File: config.mk
export PLATFORM = sky130hd
export DESIGN_NAME = systolic_tile_seq_flat
export DESIGN_NICKNAME = d
export VERILOG_FILES = /design/src/rtl/systolic_tile_seq_pkg.sv /design/src/rtl/systolic_tile_seq_if.sv /design/src/rtl/systolic_tile_seq_skew_line.sv /design/src/rtl/systolic_tile_seq.sv /design/src/flat_wrapper.sv
export SDC_FILE = /design/constraint.sdc
export NUM_CORES = 1
export LEC_CHECK = 0
export BUFFER_PORTS_ARGS = -buffer_cell sky130_fd_sc_hd__buf_2
export CORE_AREA = 2 2 554 556
export DETAILED_ROUTE_END_ITERATION = 16
export DIE_AREA = 0 0 556 558
export HOLD_SLACK_MARGIN = 0.15
export PLACE_DENSITY = 0.3
export SLEW_MARGIN = 0
export SYNTH_ARGS = -nofsm -noshare
export SYNTH_HDL_FRONTEND = slang
export SYNTH_HIERARCHICAL = 1
export SYNTH_SLANG_ARGS = --single-unit
File: constraint.sdc
create_clock -name clk -period 3.3 [get_ports clk]
set_clock_uncertainty 0.1 [all_clocks]
set_input_delay 0.66 -clock clk [delete_from_list [all_inputs] [get_ports clk]]
set_output_delay 0.66 -clock clk [all_outputs]
set_load 0.02 [all_outputs]
File: src/rtl/systolic_tile_seq_pkg.sv
// Shared definitions for the systolic tile sequencer.
//   state_e   : sequencer FSM states
//   flush_cyc : drain cycles needed for the last beat to cross an N x N array
//   cnt_width : bits needed to hold a count of 0..max_val
package systolic_tile_seq_pkg;

   typedef enum logic [2:0] {
      StIdle,
      StBias,
      StFeed,
      StFlush,
      StCapture,
      StHold
   } state_e;

   // The last beat enters lane N-1 with N-1 cycles of skew and then crosses
   // N-1 PEs, so 2N-1 drain cycles cover it with one cycle of margin.
   function automatic int unsigned flush_cyc(input int unsigned n);
      return 2 * n - 1;
   endfunction

   function automatic int unsigned cnt_width(input int unsigned max_val);
      return (max_val < 1) ? 1 : $clog2(max_val + 1);
   endfunction

endpackage

File: src/rtl/systolic_tile_seq_if.sv
// Bundle of the tile sequencer's data/handshake signals.
//   slave  : sequencer view (receives host beats and array results)
//   master : environment view (host plus the PE array)
// Signals: start/k_len/bias_in (tile setup), in_valid/in_ready/a_row/b_col
// (beat stream), arr_load_bias/arr_bias/arr_a/arr_b/arr_out (array side),
// out_valid/out_ready/out_tile (result), busy, err_klen (status).
interface systolic_tile_seq_if #(
   parameter int unsigned N          = 4,
   parameter int unsigned DATA_WIDTH = 8,
   parameter int unsigned ACC_WIDTH  = 32,
   parameter int unsigned KMAX       = 16
);
   import systolic_tile_seq_pkg::*;

   localparam int unsigned KW = cnt_width(KMAX);

   logic                        start;
   logic [KW-1:0]               k_len;
   logic [N*ACC_WIDTH-1:0]      bias_in;
   logic                        in_valid;
   logic                        in_ready;
   logic [N*DATA_WIDTH-1:0]     a_row;
   logic [N*DATA_WIDTH-1:0]     b_col;
   logic                        arr_load_bias;
   logic [N*ACC_WIDTH-1:0]      arr_bias;
   logic [N*DATA_WIDTH-1:0]     arr_a;
   logic [N*DATA_WIDTH-1:0]     arr_b;
   logic [N*N*ACC_WIDTH-1:0]    arr_out;
   logic                        out_valid;
   logic                        out_ready;
   logic [N*N*ACC_WIDTH-1:0]    out_tile;
   logic                        busy;
   logic                        err_klen;

   modport slave (
      input  start, k_len, bias_in, in_valid, a_row, b_col, arr_out, out_ready,
      output in_ready, arr_load_bias, arr_bias, arr_a, arr_b, out_valid, out_tile,
             busy, err_klen
   );

   modport master (
      output start, k_len, bias_in, in_valid, a_row, b_col, arr_out, out_ready,
      input  in_ready, arr_load_bias, arr_bias, arr_a, arr_b, out_valid, out_tile,
             busy, err_klen
   );

endinterface

File: src/rtl/systolic_tile_seq_skew_line.sv
// Zero-reset shift register delaying one lane by DEPTH cycles.
//   clk  : rising-edge clock
//   rst  : asynchronous reset, active-low
//   din  : lane input
//   dout : din delayed by DEPTH cycles (DEPTH 0 is a plain wire)
module skew_line #(
   parameter int unsigned DEPTH      = 1,
   parameter int unsigned DATA_WIDTH = 8
) (
   input  logic                  clk,
   input  logic                  rst,
   input  logic [DATA_WIDTH-1:0] din,
   output logic [DATA_WIDTH-1:0] dout
);

   if (DEPTH == 0) begin : g_wire
      logic unused_clk_rst;
      assign unused_clk_rst = clk ^ rst;
      assign dout = din;
   end else begin : g_reg
      logic [DEPTH-1:0][DATA_WIDTH-1:0] sr_q;

      always_ff @(posedge clk or negedge rst) begin
         if (!rst) begin
            sr_q <= '0;
         end else begin
            sr_q[0] <= din;
            for (int k = 1; k < DEPTH; k++) begin
               sr_q[k] <= sr_q[k-1];
            end
         end
      end

      assign dout = sr_q[DEPTH-1];
   end

endmodule

File: src/rtl/systolic_tile_seq.sv
// Sequencer for one output-stationary N x N systolic tile.
// Loads per-column bias into the array, streams k_len beats of A/B slices
// through per-lane skew lines, drains the array, captures the accumulators
// and holds them until the consumer takes them.
//   clk, rst   : clock and asynchronous active-low reset
//   bus.start/k_len/bias_in           : tile setup, sampled in IDLE only
//   bus.in_valid/in_ready/a_row/b_col : beat stream (ready only in FEED)
//   bus.arr_load_bias/arr_bias        : one-cycle bias load into the array
//   bus.arr_a/arr_b                   : skewed lanes to the array
//   bus.arr_out                       : array accumulators
//   bus.out_valid/out_ready/out_tile  : captured result handshake
//   bus.busy, bus.err_klen            : not-idle flag, bad-length pulse
module systolic_tile_seq
   import systolic_tile_seq_pkg::*;
#(
   parameter int unsigned N          = 4,
   parameter int unsigned DATA_WIDTH = 8,
   parameter int unsigned ACC_WIDTH  = 32,
   parameter int unsigned KMAX       = 16
) (
   input logic               clk,
   input logic               rst,
   systolic_tile_seq_if.slave bus
);

   localparam int unsigned KW       = cnt_width(KMAX);
   localparam int unsigned FlushCyc = flush_cyc(N);
   localparam int unsigned FW       = cnt_width(FlushCyc - 1);

   state_e                   state_q;
   logic [KW-1:0]            beat_cnt_q;
   logic [FW-1:0]            flush_cnt_q;
   logic [N*ACC_WIDTH-1:0]   bias_q;
   logic [N*N*ACC_WIDTH-1:0] out_tile_q;
   logic                     in_ready_q;
   logic                     load_bias_q;
   logic                     out_valid_q;
   logic                     busy_q;
   logic                     err_klen_q;

   logic                     accept;
   logic                     k_len_ok;
   logic [N*DATA_WIDTH-1:0]  a_head;
   logic [N*DATA_WIDTH-1:0]  b_head;
   logic [N*DATA_WIDTH-1:0]  arr_a_w;
   logic [N*DATA_WIDTH-1:0]  arr_b_w;

   // in_ready_q is only ever high in FEED, so this is the beat handshake.
   assign accept   = bus.in_valid & in_ready_q;
   assign k_len_ok = (bus.k_len != '0) && (32'(bus.k_len) <= KMAX);

   // Bubbles and non-FEED cycles push zeros so the array never sees stale data.
   assign a_head = accept ? bus.a_row : '0;
   assign b_head = accept ? bus.b_col : '0;

   for (genvar i = 0; i < N; i++) begin : g_lane
      skew_line #(
         .DEPTH      (i),
         .DATA_WIDTH (DATA_WIDTH)
      ) u_skew_a (
         .clk  (clk),
         .rst  (rst),
         .din  (a_head[i*DATA_WIDTH +: DATA_WIDTH]),
         .dout (arr_a_w[i*DATA_WIDTH +: DATA_WIDTH])
      );

      skew_line #(
         .DEPTH      (i),
         .DATA_WIDTH (DATA_WIDTH)
      ) u_skew_b (
         .clk  (clk),
         .rst  (rst),
         .din  (b_head[i*DATA_WIDTH +: DATA_WIDTH]),
         .dout (arr_b_w[i*DATA_WIDTH +: DATA_WIDTH])
      );
   end

   // Single-process FSM; every output is a register updated on the transition
   // into the state that owns it.
   always_ff @(posedge clk or negedge rst) begin
      if (!rst) begin
         state_q     <= StIdle;
         beat_cnt_q  <= '0;
         flush_cnt_q <= '0;
         bias_q      <= '0;
         out_tile_q  <= '0;
         in_ready_q  <= 1'b0;
         load_bias_q <= 1'b0;
         out_valid_q <= 1'b0;
         busy_q      <= 1'b0;
         err_klen_q  <= 1'b0;
      end else begin
         err_klen_q <= 1'b0;
         unique case (state_q)
            StIdle: begin
               if (bus.start) begin
                  if (k_len_ok) begin
                     state_q     <= StBias;
                     beat_cnt_q  <= bus.k_len;
                     bias_q      <= bus.bias_in;
                     load_bias_q <= 1'b1;
                     busy_q      <= 1'b1;
                  end else begin
                     err_klen_q <= 1'b1;
                  end
               end
            end
            StBias: begin
               state_q     <= StFeed;
               load_bias_q <= 1'b0;
               in_ready_q  <= 1'b1;
            end
            StFeed: begin
               if (accept) begin
                  beat_cnt_q <= beat_cnt_q - KW'(1);
                  if (beat_cnt_q == KW'(1)) begin
                     state_q     <= StFlush;
                     in_ready_q  <= 1'b0;
                     flush_cnt_q <= FW'(FlushCyc - 1);
                  end
               end
            end
            StFlush: begin
               if (flush_cnt_q == '0) begin
                  state_q <= StCapture;
               end else begin
                  flush_cnt_q <= flush_cnt_q - FW'(1);
               end
            end
            StCapture: begin
               out_tile_q  <= bus.arr_out;
               out_valid_q <= 1'b1;
               state_q     <= StHold;
            end
            StHold: begin
               if (bus.out_ready) begin
                  out_valid_q <= 1'b0;
                  busy_q      <= 1'b0;
                  state_q     <= StIdle;
               end
            end
            default: begin
               state_q <= StIdle;
            end
         endcase
      end
   end

   assign bus.in_ready      = in_ready_q;
   assign bus.arr_load_bias = load_bias_q;
   assign bus.arr_bias      = bias_q;
   assign bus.arr_a         = arr_a_w;
   assign bus.arr_b         = arr_b_w;
   assign bus.out_valid     = out_valid_q;
   assign bus.out_tile      = out_tile_q;
   assign bus.busy          = busy_q;
   assign bus.err_klen      = err_klen_q;

endmodule

File: src/flat_wrapper.sv
// flat-port wrapper written by rule: the top's interface ports become plain ports
module systolic_tile_seq_flat import systolic_tile_seq_pkg::*;
#(
   parameter int unsigned N          = 4,
   parameter int unsigned DATA_WIDTH = 8,
   parameter int unsigned ACC_WIDTH  = 32,
   parameter int unsigned KMAX       = 16
)
  (clk, rst, bus_start, bus_k_len, bus_bias_in, bus_in_valid, bus_a_row, bus_b_col, bus_arr_out, bus_out_ready, bus_in_ready, bus_arr_load_bias, bus_arr_bias, bus_arr_a, bus_arr_b, bus_out_valid, bus_out_tile, bus_busy, bus_err_klen);
  systolic_tile_seq_if #(.N(N), .DATA_WIDTH(DATA_WIDTH), .ACC_WIDTH(ACC_WIDTH), .KMAX(KMAX)) bus_i ();
  input logic clk;
  input logic rst;
  input wire logic [$bits(bus_i.start)-1:0] bus_start;
  input wire logic [$bits(bus_i.k_len)-1:0] bus_k_len;
  input wire logic [$bits(bus_i.bias_in)-1:0] bus_bias_in;
  input wire logic [$bits(bus_i.in_valid)-1:0] bus_in_valid;
  input wire logic [$bits(bus_i.a_row)-1:0] bus_a_row;
  input wire logic [$bits(bus_i.b_col)-1:0] bus_b_col;
  input wire logic [$bits(bus_i.arr_out)-1:0] bus_arr_out;
  input wire logic [$bits(bus_i.out_ready)-1:0] bus_out_ready;
  output wire logic [$bits(bus_i.in_ready)-1:0] bus_in_ready;
  output wire logic [$bits(bus_i.arr_load_bias)-1:0] bus_arr_load_bias;
  output wire logic [$bits(bus_i.arr_bias)-1:0] bus_arr_bias;
  output wire logic [$bits(bus_i.arr_a)-1:0] bus_arr_a;
  output wire logic [$bits(bus_i.arr_b)-1:0] bus_arr_b;
  output wire logic [$bits(bus_i.out_valid)-1:0] bus_out_valid;
  output wire logic [$bits(bus_i.out_tile)-1:0] bus_out_tile;
  output wire logic [$bits(bus_i.busy)-1:0] bus_busy;
  output wire logic [$bits(bus_i.err_klen)-1:0] bus_err_klen;
  assign bus_i.start = bus_start;
  assign bus_i.k_len = bus_k_len;
  assign bus_i.bias_in = bus_bias_in;
  assign bus_i.in_valid = bus_in_valid;
  assign bus_i.a_row = bus_a_row;
  assign bus_i.b_col = bus_b_col;
  assign bus_i.arr_out = bus_arr_out;
  assign bus_i.out_ready = bus_out_ready;
  assign bus_in_ready = bus_i.in_ready;
  assign bus_arr_load_bias = bus_i.arr_load_bias;
  assign bus_arr_bias = bus_i.arr_bias;
  assign bus_arr_a = bus_i.arr_a;
  assign bus_arr_b = bus_i.arr_b;
  assign bus_out_valid = bus_i.out_valid;
  assign bus_out_tile = bus_i.out_tile;
  assign bus_busy = bus_i.busy;
  assign bus_err_klen = bus_i.err_klen;
  systolic_tile_seq #(.N(N), .DATA_WIDTH(DATA_WIDTH), .ACC_WIDTH(ACC_WIDTH), .KMAX(KMAX)) u_core (.clk(clk), .rst(rst), .bus(bus_i));
endmodule
==> qor.yml, run 1 <==
run_status:
  run_status: "complete, no violations"
die:
  die_width_um: 556
  num_io_pins: 1423
  die_height_um: 558
  floorplan.initialDensity: 0.09324
  rows: 203
  core-area_mm2: 0.3045
  design.die.area_mm2: 0.3102
drt:
  drc: 0
  dr_total_vias: 23450
  drt.antenna.violating_nets: 0
  dr.pass1.iters: 5
  drt_iter0_drc: 897
  vias_cell: 2.946
  route.final.wire_length_mm: 205.3
  wire_per_inst_um: 25.79
pwr:
  intPower_w: 0.02848
  p_sw_frac: 0.4285
  power_per_cell_area_mw_per_mm2: 975.7
  power.share.sequential: 0.317
  vdd.ir_drop.worst_v: 0.0003980
  clock_power_share: 0.237
  switching_power_w: 0.02136
  p_comb_frac: 0.446
  leakagePower_nw: 23.88
worst_hold_path:
  hold_wc_path_type: "reg2reg"
  cell_count_of_the_worst_hold_path: 0
worst_setup_path:
  critical_path_cell_list: "buf_12 -> and3_1 -> buf_2"
  timing.critical_path.from_type: "flop"
  path_buf_inv: 2
  critical_path_peak_fanout: 57
  worstPathArrival_ns: 2.14
  timing.critical_path.slowest_stage_cell: "dfrtp_1"
  critical_path_depth: 3
  critPathRequiredTime_ns: 2.54
  path_class: "reg2out"
  reg2reg_slack_ns: 0.60
  timing.critical_path.slowest_cell_delay_ns: 0.68
  reg2regPathDepth: 5
  critical_path.top_delay_family: "flip-flops"
  worst_setup_path_end_kind: "output pin"
synth:
  complex_gate_fraction_of_the_synthesized_area: 0.007667
  synth-xor-area-share: 0.0008813
  synth-edff-count: 0
  synthAdderAreaFrac: 0.001763
  postSynthNetCount: 2400
  syn-instance-count: 1682
  ys_seq_area_frac: 0.6627
  synth_simple_gate_area_share: 0.02318
  syn-cell-area_mm2: 0.02840
  postSynthRegisterBits: 752
  synth.distinct_cells: 43
  combinational_family_with_the_most_area_after_synthesis: "multiplexers"
  synth.avg_cell_area_um2: 16.88
  async_sr_flop_fraction: 1.000
  yosysTopAreaCellShare: 0.6627
  synth_area_leaders: "dfrtp_1 (66%), mux2_2 (21%), mux2_4 (6.0%)"
  synthFlopType: "dfrtp_1"
  synth.yosys.warnings: 6
  most_instantiated_library_cell_after_synthesis: "dfrtp_1"
  synthTopCellsByCount: "dfrtp_1 (752), mux2_2 (527), mux2_4 (113), and3_1 (68), buf_2 (53)"
  post-synth-top-area-cell: "dfrtp_1"
  muxShareOfSynthArea: 0.2687
timing:
  report.final.setup_viol: 0
  totalNegativeSetupSlack_ns: 0
  slew-limit-headroom: 0.5230
  maxSlewViolCount: 0
  worst_slew_pin_slew_ns: 0.7056
  rsz0062_at_grt: "false"
  fin_crit_ns: 2.895
  max_freq_mhz: 345.4
  fin_ws_ns: 0.4049
  hold_violation_total_from_the_final_report: 0
  finalCritPeriodShare: 0.8773
place:
  routabilityCongestion: 0.8404
  dp_worst_setup_slack_ns: 0.3069
  detailed_place_hpwl_mm: 174.6
  buffer_ports.inserted: 1422
global_route:
  grt_first_pass_wirelength_mm: 261.1
  grt_usage: 0.1276
  globalRoute.totalOverflow: 0
  grt_max_degree: 75
  grt_antenna_before_repair: 123
  grt_pass1_vias: 25950
layout:
  nets: 4567
  fill_cells: 33850
  ratio_of_cells_with_drive_above_1_in_the_final_layout: 0.5893
  flow.area_growth_from_synthesis_pct: 79.89
clocking:
  clock_tree.root_cell: "clkbuf_16"
  cts_made_buffers: 110
  cts-root-to-sink-buffers: 4
  tritoncts: "built"
  cts.sink_count: 752
  clock_tree.htree_level_count: 3
  clk_pin_slew_worst_setup_hold_paths_ns: 0.06
  insertion_delay_of_the_later_clocked_pin_in_the_worst_skew_pair_ns: 0.78
job:
  cap_violations: 0
## per-layer routing
metal  routed length [µm]  GRT usage  part of all wire  vias to the layer above
met2                92140     0.2031              0.45                     1209
met4                 5174    0.03236             0.025                       40
met5                  236          0            0.0011                        -
met1                76780     0.1388              0.37                    11600
met3                30950    0.08422              0.15                      297
li1                     -          -                 -                    10310
## power groups by stage
stage | Combinational, W | Sequential [W] | Clock, W
4_1_cts | 0.0231 | 0.0159 | 0.0125
3_5_place_dp | 0.0223 | 0.0160 | 0
2_1_floorplan | 0.00602 | 0.0203 | 0
6_report | 0.0222 | 0.0158 | 0.0118
5_1_grt | 0.0240 | 0.0164 | 0.0127
3_3_place_gp | 0.0222 | 0.0159 | 0
## worst register-to-register path, cell delays in order, from the launching register on
cell     delay [ns]
dfrtp_1        0.53
nor4b_1        0.71
and2_4         0.28
buf_12         0.25
buf_4          0.43
mux2_4         0.32
## final cells by class
class,instances,area (µm²),area share
diodes,39,97.59,0.001911
clock buffers,153,3126,0.06119
clock inverters,35,392.9,0.007691
inverters,7,26.28,0.0005144
multi-input cells,785,8584,0.1681
flip-flops and latches,752,18820,0.3684
well taps,3997,5001,0.09791
repair buffers,2193,15030,0.2943
## kinds of logic (layout without fill, tap and decap cells)
| group | after synthesis | count (layout) |
|---|---|---|
| DFF | 752 | 752 |
| muxes | 640 | 640 |
| buffers and inverters | 145 | 2388 |
| and+or+nand+nor | 109 | 109 |
| AOI/OAI and AO/OA | 30 | 30 |
| adders and majority gates | 4 | 4 |
| xor gates and xnor gates | 2 | 2 |
| other | 0 | 39 |
## stage by stage
step	utilization	area, µm²	instances	power [W]	hold WS, ns
6_report	0.1677	51080	7961	0.04984	0.2420
5_1_grt	0.1676	51050	7948	0.05308	0.2073
4_1_cts	0.1674	50980	7922	0.05149	0.1684
3_5_place_dp	0.1331	40540	7042	0.03823	0.2347
3_3_place_gp	0.1331	40540	7042	0.03817	0.2322
2_1_floorplan	-	28400	1682	0.02630	0.2312
## final timing paths
path / start / to
worst max register to register: u_core/state_q[0]$_DFFE_PN0P_ / u_core/bus.arr_bias[13]$_DFFE_PN0P_
worst min-delay path: u_core/g_lane[3].u_skew_b/g_reg.sr_q[13]$_DFF_PN0_ / u_core/g_lane[3].u_skew_b/dout[5]$_DFF_PN0_
max in group asynchronous: rst / u_core/bus.arr_load_bias$_DFFE_PN0P_
worst min register to register: u_core/g_lane[3].u_skew_b/g_reg.sr_q[13]$_DFF_PN0_ / u_core/g_lane[3].u_skew_b/dout[5]$_DFF_PN0_
worst max-delay path: u_core/bus.in_ready$_DFFE_PN0P_ / bus_arr_a[7]
min in group asynchronous: rst / u_core/bus.out_tile[118]$_DFFE_PN0P_
## sequential cells by signal, summed over array words and instances (netlist names)
| name | count |
|---|---|
| u_core/beat_cnt_q | 5 |
| u_core/bus.arr_bias | 128 |
| u_core/bus.arr_load_bias | 1 |
| u_core/bus.busy | 1 |
| u_core/bus.err_klen | 1 |
| u_core/bus.in_ready | 1 |
| u_core/bus.out_tile | 512 |
| u_core/bus.out_valid | 1 |
| u_core/flush_cnt_q | 3 |
| u_core/g_lane.u_skew_a/dout | 24 |
| u_core/g_lane.u_skew_a/g_reg.sr_q | 24 |
| u_core/g_lane.u_skew_b/dout | 24 |
| u_core/g_lane.u_skew_b/g_reg.sr_q | 24 |
| u_core/state_q | 3 |
## cells in the final DEF, fill, tap and decap left out, types with 23 or more instances in the layout
cell type      instances
and3_1                68
diode_2               39
mux2_4               113
buf_4                 48
dlygate4sd3_1        692
mux2_2               527
buf_12                31
clkbuf_1              23
dfrtp_1              752
clkbuf_16            111
buf_2               1421
## what timing repair did
action / CTS / global route
setup buffers: 0 / 0
hold endpoints to repair: 727 / 0
resized for setup: 0 / 0
hold buffers: 692 / 0
Note: power is estimated with default switching activity, not from simulation.
==> run 2, diff against run 1 <==
--- a/config.mk
+++ b/config.mk
@@ -6,11 +6,13 @@
 export NUM_CORES = 1
 export LEC_CHECK = 0
 export BUFFER_PORTS_ARGS = -buffer_cell sky130_fd_sc_hd__buf_2
-export CORE_AREA = 2 2 554 556
+export CELL_PAD_IN_SITES_DETAIL_PLACEMENT = 0
+export CELL_PAD_IN_SITES_GLOBAL_PLACEMENT = 2
+export CORE_AREA = 2 2 558 560
 export DETAILED_ROUTE_END_ITERATION = 16
-export DIE_AREA = 0 0 556 558
+export DIE_AREA = 0 0 560 562
 export HOLD_SLACK_MARGIN = 0.15
-export PLACE_DENSITY = 0.3
+export PLACE_DENSITY = 0.37
 export SLEW_MARGIN = 0
 export SYNTH_ARGS = -nofsm -noshare
 export SYNTH_HDL_FRONTEND = slang
==> qor.yml, run 2 (same netlist as run 1, synthesis figures left out) <==
pwr:
  power_per_cell_area_mw_per_mm2: 966.8  # -0.91%
  leakagePower_nw: 23.88  # about the same
  p_comb_frac: 0.437  # -0.009
  switching_power_w: 0.02088  # -2.2%
  intPower_w: 0.02862  # +0.50%
  clock_power_share: 0.246  # +0.009
  total_power_w: 0.04950  # -0.67%
  power.share.sequential: 0.317  # about the same
  p_sw_frac: 0.4218  # -0.006767
  vdd.ir_drop.worst_v: 0.0004450  # +12%
layout:
  layout.core_utilization: 0.1661  # -0.001668
  filler_free_cell_count_of_the_finished_design: 8074  # +1.4%
  flow.area_growth_from_synthesis_pct: 80.32
  ratio_of_cells_with_drive_above_1_in_the_final_layout: 0.5895  # about the same
  final_area_mm2: 0.05120  # +0.24%
  max_reg_flops: 512  # unchanged
  nets: 4562  # -0.11%
  layout.cells.most_common: "buf_2"
  fill_cells: 34650  # +2.4%
  most-common-layout-cells: "buf_2 (1421), dfrtp_1 (751), dlygate4sd3_1 (692), mux2_2 (527), mux2_4 (113)"
clocking:
  cts-root-to-sink-buffers: 4  # unchanged
  cts.sink_count: 752  # unchanged
  clock_tree.root_cell: "clkbuf_16"
  cts_made_buffers: 111  # +0.91%
  clock_tree.htree_level_count: 3  # unchanged
  cts.repair_timing.setup_buffer_count: 0  # unchanged
  tritoncts: "built"
  insertion_delay_of_the_later_clocked_pin_in_the_worst_skew_pair_ns: 0.81  # +0.03 ns
  clk_pin_slew_worst_setup_hold_paths_ns: 0.06  # about the same
die:
  design.die.area_mm2: 0.3147  # +1.4%
  die_width_um: 560  # +0.72%
  num_io_pins: 1423  # unchanged
  die_height_um: 562  # +0.72%
  rows: 204  # +0.49%
  core-area_mm2: 0.3083  # +1.2%
  floorplan.initialDensity: 0.09209  # -0.001148
worst_setup_path:
  worst_setup_path_end_kind: "output pin"
  critical_path.top_delay_family: "flip-flops"
  critPathRequiredTime_ns: 2.54  # about the same
  timing.critical_path.from_type: "flop"
  critical_path_cell_list: "buf_12 -> and3_1 -> buf_2"
  timing.critical_path.slowest_stage_cell: "dfrtp_2"
  timing.critical_path.slowest_cell_delay_ns: 0.45  # -0.23 ns
  worstPathArrival_ns: 1.97  # -0.17 ns
  critical_path_peak_fanout: 63  # +11%
  path_class: "reg2out"
  path_buf_inv: 2  # unchanged
timing:
  report.final.setup_viol: 0  # unchanged
  slew-limit-headroom: 0.5159  # -0.007130
  finalCritPeriodShare: 0.8273  # -0.04997
  maxSlewViolCount: 0  # unchanged
  totalNegativeSetupSlack_ns: 0  # unchanged
  rsz0062_at_grt: "false"
  worst_slew_pin_slew_ns: 0.7262  # +0.02064 ns
  fin_crit_ns: 2.730  # -0.1649 ns
  hold_violation_total_from_the_final_report: 0  # unchanged
  max_freq_mhz: 366.3  # +6.0%
global_route:
  grt_pass1_vias: 25590  # -1.4%
  grt_usage: 0.1222  # -0.005418
  grt_antenna_before_repair: 78  # -37%
  grt_max_degree: 67  # -11%
  grt_first_pass_wirelength_mm: 257.3  # -1.5%
  globalRoute.totalOverflow: 0  # unchanged
drt:
  dr_total_vias: 23300  # -0.64%
  route.final.wire_length_mm: 198.5  # -3.3%
  dr.pass1.iters: 5  # unchanged
  wire_per_inst_um: 24.59  # -4.6%
  vias_cell: 2.886  # -2.0%
  drt.antenna.violating_nets: 0  # unchanged
  drt_iter0_drc: 830  # -7.5%
  drc: 0  # unchanged
run_status:
  run_status: "complete, no violations"
place:
  buffer_ports.inserted: 1422  # unchanged
  post-place-cells: 7159  # +1.7%
  routabilityCongestion: 0.8514  # +1.3%
  post_dp_cell_area_mm2: 0.04059  # +0.12%
  detailed_place_hpwl_mm: 166.7  # -4.5%
worst_hold_path:
  hold_wc_path_type: "reg2reg"
job:
  cap_violations: 0  # unchanged
==> run 2: area by class of cell <==
cell class                      instances  area (µm²)  area share
Antenna cell                           27       67.56    0.001320
Clock buffer                          158        3196     0.06241
Clock inverter                         38       427.9    0.008357
Inverter                                7       26.28   0.0005132
Multi-Input combinational cell        785        8584      0.1677
Sequential cell                       752       18820      0.3675
Tap cell                             4120        5155      0.1007
Timing Repair Buffer                 2187       14930      0.2915
==> run 2: power by group through the flow <==
stage	Combinational, W	Sequential (W)	Clock (W)
4_1_cts	0.0225	0.0158	0.0129
2_1_floorplan	0.00602	0.0203	0
3_3_place_gp	0.0217	0.0158	0
3_5_place_dp	0.0216	0.0159	0
5_1_grt	0.0233	0.0163	0.0131
6_report	0.0216	0.0157	0.0122
==> run 2: repair_timing <==
item,CTS,global route
endpoints found under the setup margin,0,0
resized for setup,0,0
hold buffers,692,0
hold endpoints to repair,722,0
==> run 2: path summary, 6_finish.rpt <==
kind / to / depth (start not counted) / start / slack [ns]
max: bus_arr_a[6] / 3 / u_core/bus.in_ready$_DFFE_PN0P_ / 0.57
max reg2reg: u_core/bus.out_tile[127]$_DFFE_PN0P_ / 5 / u_core/state_q[0]$_DFFE_PN0P_ / 0.71
min reg2reg: u_core/g_lane[3].u_skew_a/dout[1]$_DFF_PN0_ / 0 / u_core/g_lane[3].u_skew_a/g_reg.sr_q[9]$_DFF_PN0_ / 0.24
max in group asynchronous: u_core/g_lane[2].u_skew_b/dout[5]$_DFF_PN0_ / 4 / rst / 1.71
min: u_core/g_lane[3].u_skew_a/dout[1]$_DFF_PN0_ / 0 / u_core/g_lane[3].u_skew_a/g_reg.sr_q[9]$_DFF_PN0_ / 0.24
min in group asynchronous: u_core/bus.out_tile[265]$_DFFE_PN0P_ / 2 / rst / 0.39
==> run 2: worst register-to-register path: stages, from the launching register on <==
cell	delay, ns
dfrtp_1	0.55
nor2_1	0.31
and2_4	0.27
buf_12	0.30
buf_4	0.54
mux2_2	0.40
==> run 2: through the flow <==
step	hold slack [ns]	worst slack [ns]
2_1_floorplan	0.2312	1.044
5_1_grt	0.2524	0.4243
3_5_place_dp	0.2347	0.3597
6_report	0.2445	0.5698
4_1_cts	0.1725	0.4175
3_3_place_gp	0.2322	0.3666
==> run 2: metal layers <==
metal	part of all wire	GRT usage	routed length, µm	up-vias
li1	-	-	-	10270
met1	0.41	0.1469	81790	11600
met2	0.42	0.1794	83080	1183
met3	0.15	0.07824	28950	242
met4	0.023	0.03048	4650	8
met5	0.00028	0	56	-
